`config.mk`:
```
export PLATFORM = sky130hd
export DESIGN_NAME = pcs_gen_lane_scheduler
export DESIGN_NICKNAME = d
export VERILOG_FILES = /design/src/rtl/pcs_gen_lane_scheduler.sv
export SDC_FILE = /design/constraint.sdc
export NUM_CORES = 1
export LEC_CHECK = 0
export BUFFER_PORTS_ARGS = -buffer_cell sky130_fd_sc_hd__buf_2
export CAP_MARGIN = 20
export CELL_PAD_IN_SITES_DETAIL_PLACEMENT = 0
export CELL_PAD_IN_SITES_GLOBAL_PLACEMENT = 1
export CORE_MARGIN = 2
export CORE_UTILIZATION = 40
export CTS_BUF_LIST = sky130_fd_sc_hd__clkbuf_4 sky130_fd_sc_hd__clkbuf_8
export DETAILED_ROUTE_END_ITERATION = 6
export HOLD_SLACK_MARGIN = 0.12
export PLACE_DENSITY_LB_ADDON = 0.1
export SYNTH_ARGS = -nofsm -noshare
export SYNTH_HDL_FRONTEND = slang
export SYNTH_SLANG_ARGS = --single-unit
```
`constraint.sdc`:
```
create_clock -name clk -period 7.9 [get_ports clk]
set_input_delay 0.79 -clock clk [delete_from_list [all_inputs] [get_ports clk]]
set_output_delay 0.79 -clock clk [all_outputs]
set_load 0.05 [all_outputs]
```
`src/rtl/pcs_gen_lane_scheduler.sv`:
```
// Run-controller for the multi-lane PCS generator array: arms the masked lanes,
// runs a bounded burst with rotating data-select, drains the pipeline and reports done.
module pcs_gen_lane_scheduler #(
    parameter int N_LANES         = 8,
    parameter int N_PCS_WORDS_OUT = 4,
    parameter int NB_CNT          = 16,
    parameter int NB_HOLD         = 8,
    parameter int DRAIN_CYCLES    = 4
) (
    input  logic                                 clk,
    input  logic                                 i_rst,
    input  logic                                 i_start,
    input  logic                                 i_abort,
    input  logic [N_LANES-1:0]                   i_lane_mask,
    input  logic [NB_CNT-1:0]                    i_burst_len,
    input  logic [NB_HOLD-1:0]                   i_sel_hold,
    input  logic                                 i_random,
    input  logic                                 i_test_mode,
    input  logic [1:0]                           i_valid_code,
    output logic [N_LANES-1:0]                   o_enable,
    output logic [N_LANES-1:0]                   o_random,
    output logic [N_LANES-1:0]                   o_test_mode,
    output logic [2*N_LANES-1:0]                 o_valid,
    output logic [N_PCS_WORDS_OUT*N_LANES-1:0]   o_data_sel,
    output logic                                 o_busy,
    output logic                                 o_done,
    output logic [NB_CNT-1:0]                    o_cycle_cnt
);

    localparam int W        = N_PCS_WORDS_OUT;
    localparam int SEL_W    = N_PCS_WORDS_OUT * N_LANES;
    localparam int NB_DRAIN = $clog2(DRAIN_CYCLES + 1);
    localparam logic [NB_DRAIN-1:0] DRAIN_LAST = NB_DRAIN'(DRAIN_CYCLES - 1);

    typedef enum logic [2:0] {
        S_IDLE,
        S_ARM,
        S_RUN,
        S_DRAIN,
        S_DONE
    } state_t;

    state_t state;
    state_t state_nxt;

    logic [N_LANES-1:0]   mask_q;
    logic [NB_CNT-1:0]    len_q;
    logic [NB_HOLD-1:0]   hold_q;
    logic [1:0]           code_q;
    logic [NB_HOLD-1:0]   hold_cnt;
    logic [NB_DRAIN-1:0]  drain_cnt;

    logic [NB_HOLD-1:0]   hold_eff;
    logic                 run_last;
    logic                 drain_last;
    logic                 rotate_now;
    logic [SEL_W-1:0]     sel_init;
    logic [2*N_LANES-1:0] valid_run;

    logic [N_LANES-1:0]   enable_nxt;
    logic [N_LANES-1:0]   random_nxt;
    logic [N_LANES-1:0]   test_nxt;
    logic [2*N_LANES-1:0] valid_nxt;
    logic [SEL_W-1:0]     sel_nxt;
    logic                 done_nxt;

    // Rotate every lane's one-hot select left by one, MSB wrapping into bit 0.
    function automatic logic [SEL_W-1:0] rotate_sel(input logic [SEL_W-1:0] s);
        logic [SEL_W-1:0] r;
        r = '0;
        for (int k = 0; k < N_LANES; k++) begin
            for (int b = 0; b < W; b++) begin
                r[k*W + b] = s[k*W + ((b + W - 1) % W)];
            end
        end
        return r;
    endfunction

    assign hold_eff   = (hold_q == '0) ? NB_HOLD'(1) : hold_q;
    assign run_last   = (o_cycle_cnt == len_q - NB_CNT'(1));
    assign drain_last = (drain_cnt == DRAIN_LAST);
    assign rotate_now = (state == S_RUN) && (hold_cnt == hold_eff - NB_HOLD'(1));

    always_comb begin
        sel_init  = '0;
        valid_run = '0;
        for (int k = 0; k < N_LANES; k++) begin
            sel_init[k*W + (k % W)] = i_lane_mask[k];
            valid_run[2*k +: 2]     = mask_q[k] ? code_q : 2'b00;
        end
    end

    always_ff @(posedge clk) begin
        if (i_rst) begin
            state <= S_IDLE;
        end else begin
            state <= state_nxt;
        end
    end

    always_comb begin
        state_nxt = state;
        case (state)
            S_IDLE: begin
                if (i_start) begin
                    state_nxt = (i_lane_mask == '0 || i_burst_len == '0) ? S_DONE : S_ARM;
                end
            end
            S_ARM:   state_nxt = i_abort ? S_DRAIN : S_RUN;
            S_RUN: begin
                if (i_abort || run_last) begin
                    state_nxt = S_DRAIN;
                end
            end
            S_DRAIN: begin
                if (drain_last) begin
                    state_nxt = S_DONE;
                end
            end
            S_DONE:  state_nxt = S_IDLE;
            default: state_nxt = S_IDLE;
        endcase
    end

    // Outputs are registered, so they are computed from the state being entered.
    // ARM is only ever entered from IDLE, hence it reads the live config inputs.
    always_comb begin
        enable_nxt = '0;
        random_nxt = '0;
        test_nxt   = '0;
        valid_nxt  = '0;
        sel_nxt    = '0;
        done_nxt   = 1'b0;
        case (state_nxt)
            S_ARM: begin
                enable_nxt = i_lane_mask;
                random_nxt = i_lane_mask & {N_LANES{i_random}};
                test_nxt   = i_lane_mask & {N_LANES{i_test_mode}};
                sel_nxt    = sel_init;
            end
            S_RUN: begin
                enable_nxt = o_enable;
                random_nxt = o_random;
                test_nxt   = o_test_mode;
                valid_nxt  = valid_run;
                sel_nxt    = rotate_now ? rotate_sel(o_data_sel) : o_data_sel;
            end
            S_DRAIN: begin
                enable_nxt = o_enable;
                random_nxt = o_random;
                test_nxt   = o_test_mode;
                sel_nxt    = o_data_sel;
            end
            S_DONE:  done_nxt = 1'b1;
            default: done_nxt = 1'b0;
        endcase
    end

    always_ff @(posedge clk) begin
        if (i_rst) begin
            mask_q      <= '0;
            len_q       <= '0;
            hold_q      <= '0;
            code_q      <= '0;
            hold_cnt    <= '0;
            drain_cnt   <= '0;
            o_cycle_cnt <= '0;
            o_enable    <= '0;
            o_random    <= '0;
            o_test_mode <= '0;
            o_valid     <= '0;
            o_data_sel  <= '0;
            o_busy      <= 1'b0;
            o_done      <= 1'b0;
        end else begin
            if (state == S_IDLE && i_start) begin
                mask_q      <= i_lane_mask;
                len_q       <= i_burst_len;
                hold_q      <= i_sel_hold;
                code_q      <= i_valid_code;
                o_cycle_cnt <= '0;
            end else if (state == S_RUN) begin
                o_cycle_cnt <= o_cycle_cnt + NB_CNT'(1);
            end

            if (state == S_RUN) begin
                hold_cnt <= rotate_now ? '0 : hold_cnt + NB_HOLD'(1);
            end else begin
                hold_cnt <= '0;
            end

            if (state == S_DRAIN) begin
                drain_cnt <= drain_cnt + NB_DRAIN'(1);
            end else begin
                drain_cnt <= '0;
            end

            o_enable    <= enable_nxt;
            o_random    <= random_nxt;
            o_test_mode <= test_nxt;
            o_valid     <= valid_nxt;
            o_data_sel  <= sel_nxt;
            o_done      <= done_nxt;
            o_busy      <= (state_nxt != S_IDLE);
        end
    end

endmodule

```
After elaboration in Yosys (flattened, before gate mapping)

Index checks and enable logic that the tools add are counted.

Flip-flop bits (word level): 138
Input port bits: 40
Output and inout bits: 90

Add/subtract/negate cells: 5
Equal/unequal tests: 11
Muxes and demuxes: 13
Bitwise logic cells: 14
Reduce and logical (&&, ||, !) cells: 22

Operators with widths:

| operator              | number |
|---|---|
| $pmux 32 s3           | 1 |
| $pmux 8 s2            | 3 |
| $mux 32               | 1 |
| $reduce_or 3->1       | 9 |
| $add 16x1->16 const B | 1 |
| $and 8x8->8           | 2 |
| $eq 16x16->1          | 1 |
| $logic_not 16->1      | 1 |
| $logic_not 8->1       | 2 |
| $sub 16x1->16 const B | 1 |
| $eq 3x2->1 const B    | 5 |
| $mux 3                | 4 |
| $not 1->1             | 12 |
| $pmux 3 s4            | 1 |
| $add 8x1->8 const B   | 1 |
| $eq 8x8->1            | 1 |
| $mux 8                | 1 |
| $sub 8x1->8 const B   | 1 |
| $eq 3x1->1 const B    | 2 |
| $reduce_or 2->1       | 3 |
| $add 3x1->3 const B   | 1 |
| $eq 3x3->1 const B    | 1 |
| $logic_not 3->1       | 1 |
| $reduce_bool 3->1     | 1 |
| other kinds (5)       | 8 |

Longest topological paths before layout

Depth in word-level cells: 8
Mapped depth: 12
Gate-level depth less buffers: 10

Least setup slack after synthesis

OpenSTA, ideal clock, no wires.

Path type: flip-flop to flip-flop
From: reg hold_q[3]
To: reg o_data_sel[17]
Setup time: 0.070 ns
Arrival: 3.191 ns
Data required time: 7.830 ns
Path slack: 4.639 ns
Cell stages (with the launch flop): 12
Cell sequence: dfxtp_1 -> clkbuf_1 -> nor3_2 -> a31oi_1 -> ha_1 -> nor2b_1 -> or4bb_1 -> a2111o_1 -> a211oi_2 -> buf_2 -> nand3_2 -> a21oi_1

Longest elaborated chain between the ends: 7

Ends and longest elaborated chain:

| element                        | line | source |
|---|---|---|
| from (decl)                    | 48   | `logic [NB_HOLD-1:0] hold_q;` |
| from (signal assigned)         | 179  | `hold_q <= i_sel_hold;` |
| $logic_not 8->1                | 79   | `assign hold_eff = (hold_q == '0) ? NB_HOLD'(1) : hold_q;` |
| $mux 8 (*)                     | 79   |  |
| $sub 8x1->8 (*)                | 82   | `assign rotate_now = (state == S_RUN) && (hold_cnt == hold_eff - NB_HOLD'(1));` |
| $eq 8x8->1 (*)                 | 82   |  |
| $logic_and 1x1->1 (*)          | 82   |  |
| $ne 2x2->1 (no line) (*)       | --   |  |
| $reduce_and 2->1 (no line) (*) | --   |  |
| to (signal assigned)           | 202  | `o_data_sel <= sel_nxt;` |
| to (decl)                      | 24   | `output logic [N_PCS_WORDS_OUT*N_LANES-1:0] o_data_sel,` |

Every way passes the cells marked *; elsewhere a longest branch is shown, timed or not.
A chain may end at the register's enable or synchronous reset.

Worst setup path in the final report

From: reg hold_q[3]
To: reg o_data_sel[23]

Same word-level chain as after synthesis.

==> flow_metrics.tcl <==
set metrics [dict create \
    outcome "finished, final reports clean" \
    worstPathCellList "nor3_2 -> a31oi_1 -> ha_1 -> nor2b_1 -> or4bb_1 -> a2111oi_0 -> nand3_1 -> nor2_1 -> mux2i_1" \
    finalInstanceArea_um2 7220 \
    yosys_warnings 0 \
    ios 130 \
    cts_root_buffer "clkbuf_8" \
    sequential_cell_area_um2 2760 \
    buffer_ports.inserted 129 \
    numCtsBuffers 17 \
    grt_first_pass_wirelength_um 26200 \
    final-hold-violation-count 0 \
    grt_use_total 0.201 \
    synth.net_count 745 \
    critPathSlowestCell "nand3_1" \
    crit_type "reg -> reg" \
    rsz0062_at_grt "false" \
    die_height_um 127 \
    hpwlAfterDp_um 11600 \
    hold_buffers 0 \
    cap_viol_max_count 0 \
    detail_route.wl_per_cell_um 16.1 \
    finalNonFillerCells 1013 \
    synth_area_leader_cell "dfxtp_1" \
    worst_slew_margin_rel 0.410 \
    count_of_flip_flops_with_a_built_in_enable_after_synthesis 0 \
    ant_nets 0 \
    fmax_mhz 236 \
    routabilityCongestion 0.871 \
    post_cts_resized 0 \
    timing.final.setup_violations 0 \
    area_growth_from_synthesis_to_layout_pct 18.7 \
    initial_cell_density_of_the_core 0.405 \
    synthTopCellsByArea "dfxtp_1 (45%), nand2_1 (6.5%), a21oi_1 (5.6%)" \
    drt_pre_antenna_iters 4 \
    antenna_found_initial 0 \
    finalCritPeriodShare 0.536 \
    critical_path_required_ps 8270 \
    vias_per_cell 5.39 \
    tritoncts "built" \
    die-area_um2 16200 \
    fp-row-count 45 \
    multi_input_area_um2 3070 \
    utilization 0.480 \
    ff2ff_path_depth 9 \
    ys_seq_area_frac 0.454 \
    worst_max_slew_pin_slew_ps 886 \
    type_of_the_most_critical_hold_path "reg -> reg" \
    worst_path_largest_cell_delay_ps 780 \
    detail_route.wirelength_um 16300 \
    synth_cells 699 \
    die_w_um 127 \
    insertedDiodeCount 0 \
    power_dens_cells_nw_per_um2 225 \
    worst_setup_path_end_kind "register" \
    clock-sinks 138 \
    largest_net_degree_at_the_start_of_global_routing 72 \
    fin_total_pwr_uw 1620 \
    htreeDepth 4 \
    grt_pass1_vias 5265 \
    post-synth-top-area-fraction 0.454 \
    place_inst 982 \
    final_layout_size_suffix_gt1_frac 0.245 \
    global_route.overflow_total 0 \
    synthesis.area_per_instance_um2 8.70 \
    worstSetupStartpointType "register" \
    leakagePower_uw 0.00287 \
    synthDistinctLibCells 60 \
    fillers 1488 \
    syn-cell-area_um2 6080 \
    synth-main-ff-cell "dfxtp_1" \
    clk_pin_slew_ps 80 \
    drv_slew 0 \
    timing.setup.tns_ps 0 \
    timing.final.crit_period_ps 4240 \
    core_region_area_um2 15000 \
    min_delay_path_depth 1 \
    crit_path_max_fo 22 \
    vias 5458 \
    clk_path_buf_depth 2 \
    worstPathArrival_ps 4610 \
    dr.first_iter.drc_count 282 \
    synth_seq_cells 138 \
    setup_skew_ps 15.9 \
    final_net_count 859 \
    drc_errors 0 \
    synth-async-reset-ratio 0 \
    irDropWorstVdd_v 0.000147 \
    post-cts-setup-buffers 0 \
    detailed_place.area_um2 6860 \
    clkLatencyLatePin_ps 450 \
]
layout make-up:
type                    count  share of cell area
inverters                  21              0.0109
well taps                 188              0.0326
clock buffers              19              0.0345
flip-flops and latches    138               0.383
multi-input cells         498               0.425
clock inverters            12              0.0161
repair buffers            137              0.0988
synth_stat cells (all sizes together), types with 2 or more instances:
library cell  instances
a2111o                2
a211oi                3
a21oi                68
a221oi                8
a31oi                 2
a32oi                17
a41oi                 2
and2                 17
and3                  9
buf                   8
clkbuf               34
dfxtp               138
ha                    6
inv                  21
mux2i                 9
nand2               105
nand2b                5
nand3                33
nand3b                2
nand4                 9
nor2                 55
nor2b                 2
nor3                  8
nor3b                 2
nor4                 12
nor4b                 2
o2111ai               2
o211ai                4
o21a                  2
o21ai                27
o311a                 2
o31ai                 2
o41ai                 8
or2                   3
or3                   9
or3b                  2
or4                   4
xnor2                27
xor2                 19
routing by layer:
layer	up-vias	part of all wire	wire [µm]	GRT usage
met5	-	0	0	0
met4	0	0.014	227	0.0582
met3	20	0.060	985	0.0632
met2	132	0.47	7670	0.327
met1	2605	0.46	7420	0.259
li1	2701	-	-	-
registers in the layout, indices dropped and copies added, names as in the netlist, 2 cells and up:
| name | count |
|---|---|
| hold_q | 8 |
| o_random | 8 |
| hold_cnt | 8 |
| o_data_sel | 32 |
| drain_cnt | 3 |
| o_enable | 8 |
| o_test_mode | 8 |
| len_q | 16 |
| state | 3 |
| o_cycle_cnt | 16 |
| mask_q | 8 |
| o_valid | 16 |
| code_q | 2 |
worst paths after layout:
kind	startpoint	endpoint	slack [ps]
worst min register to register	drain_cnt[0]$_SDFF_PP0_	drain_cnt[0]$_SDFF_PP0_	440
worst min-delay path	drain_cnt[0]$_SDFF_PP0_	drain_cnt[0]$_SDFF_PP0_	440
worst max register to register	hold_q[3]$_SDFFE_PP0P_	o_data_sel[23]$_SDFFE_PP0P_	3660
worst max-delay path	hold_q[3]$_SDFFE_PP0P_	o_data_sel[23]$_SDFFE_PP0P_	3660
critical path, delay by kind of cell, from the launching register on:
| kind | cells | cell delay (ps) |
|---|---|---|
| adder cells (fa/ha/maj) | 1 | 280 |
| AO/OA/AOI/OAI | 2 | 920 |
| flip-flops | 1 | 500 |
| AND/OR/NAND/NOR | 5 | 2220 |
| multiplexers | 1 | 230 |
kinds of logic after synthesis:
logic type,synth area share
compound gates,0.177
simple gates,0.233
xor+xnor,0.0662
flops,0.454
mux,0.0148
buf+inv,0.0426
fa+ha+maj,0.0123
through the flow:
step / worst slack [ps] / hold WS [ps]
global placement: 3500 / 408
floorplan: 4640 / 399
global route: 3310 / 449
detailed placement: 3710 / 425
finish: 3660 / 437
CTS: 3700 / 437
cells in the final DEF, fill, tap and decap left out, types with 4 or more instances in the layout:
cell type,count
and3_1,9
xnor2_1,27
clkbuf_8,17
dfxtp_1,138
nor2_1,54
nor4_1,9
xor2_1,19
and2_1,17
inv_1,21
a221oi_2,8
o41ai_1,8
nand3_2,10
mux2i_1,9
o211ai_1,4
o21ai_0,9
nand2b_1,5
nand2_1,105
o21ai_1,18
buf_2,129
nand4_1,9
a21oi_1,68
or3_1,9
a32oi_1,17
inv_6,4
buf_4,7
or4_1,4
nor3_1,6
ha_1,6
nand3_1,23
clkinvlp_4,4
power breakdown:
group	switching [µW]	internal, µW
Combinational	216	103
Sequential	30.2	725
Clock	291	258
Power figures use the tool's default switching activity.
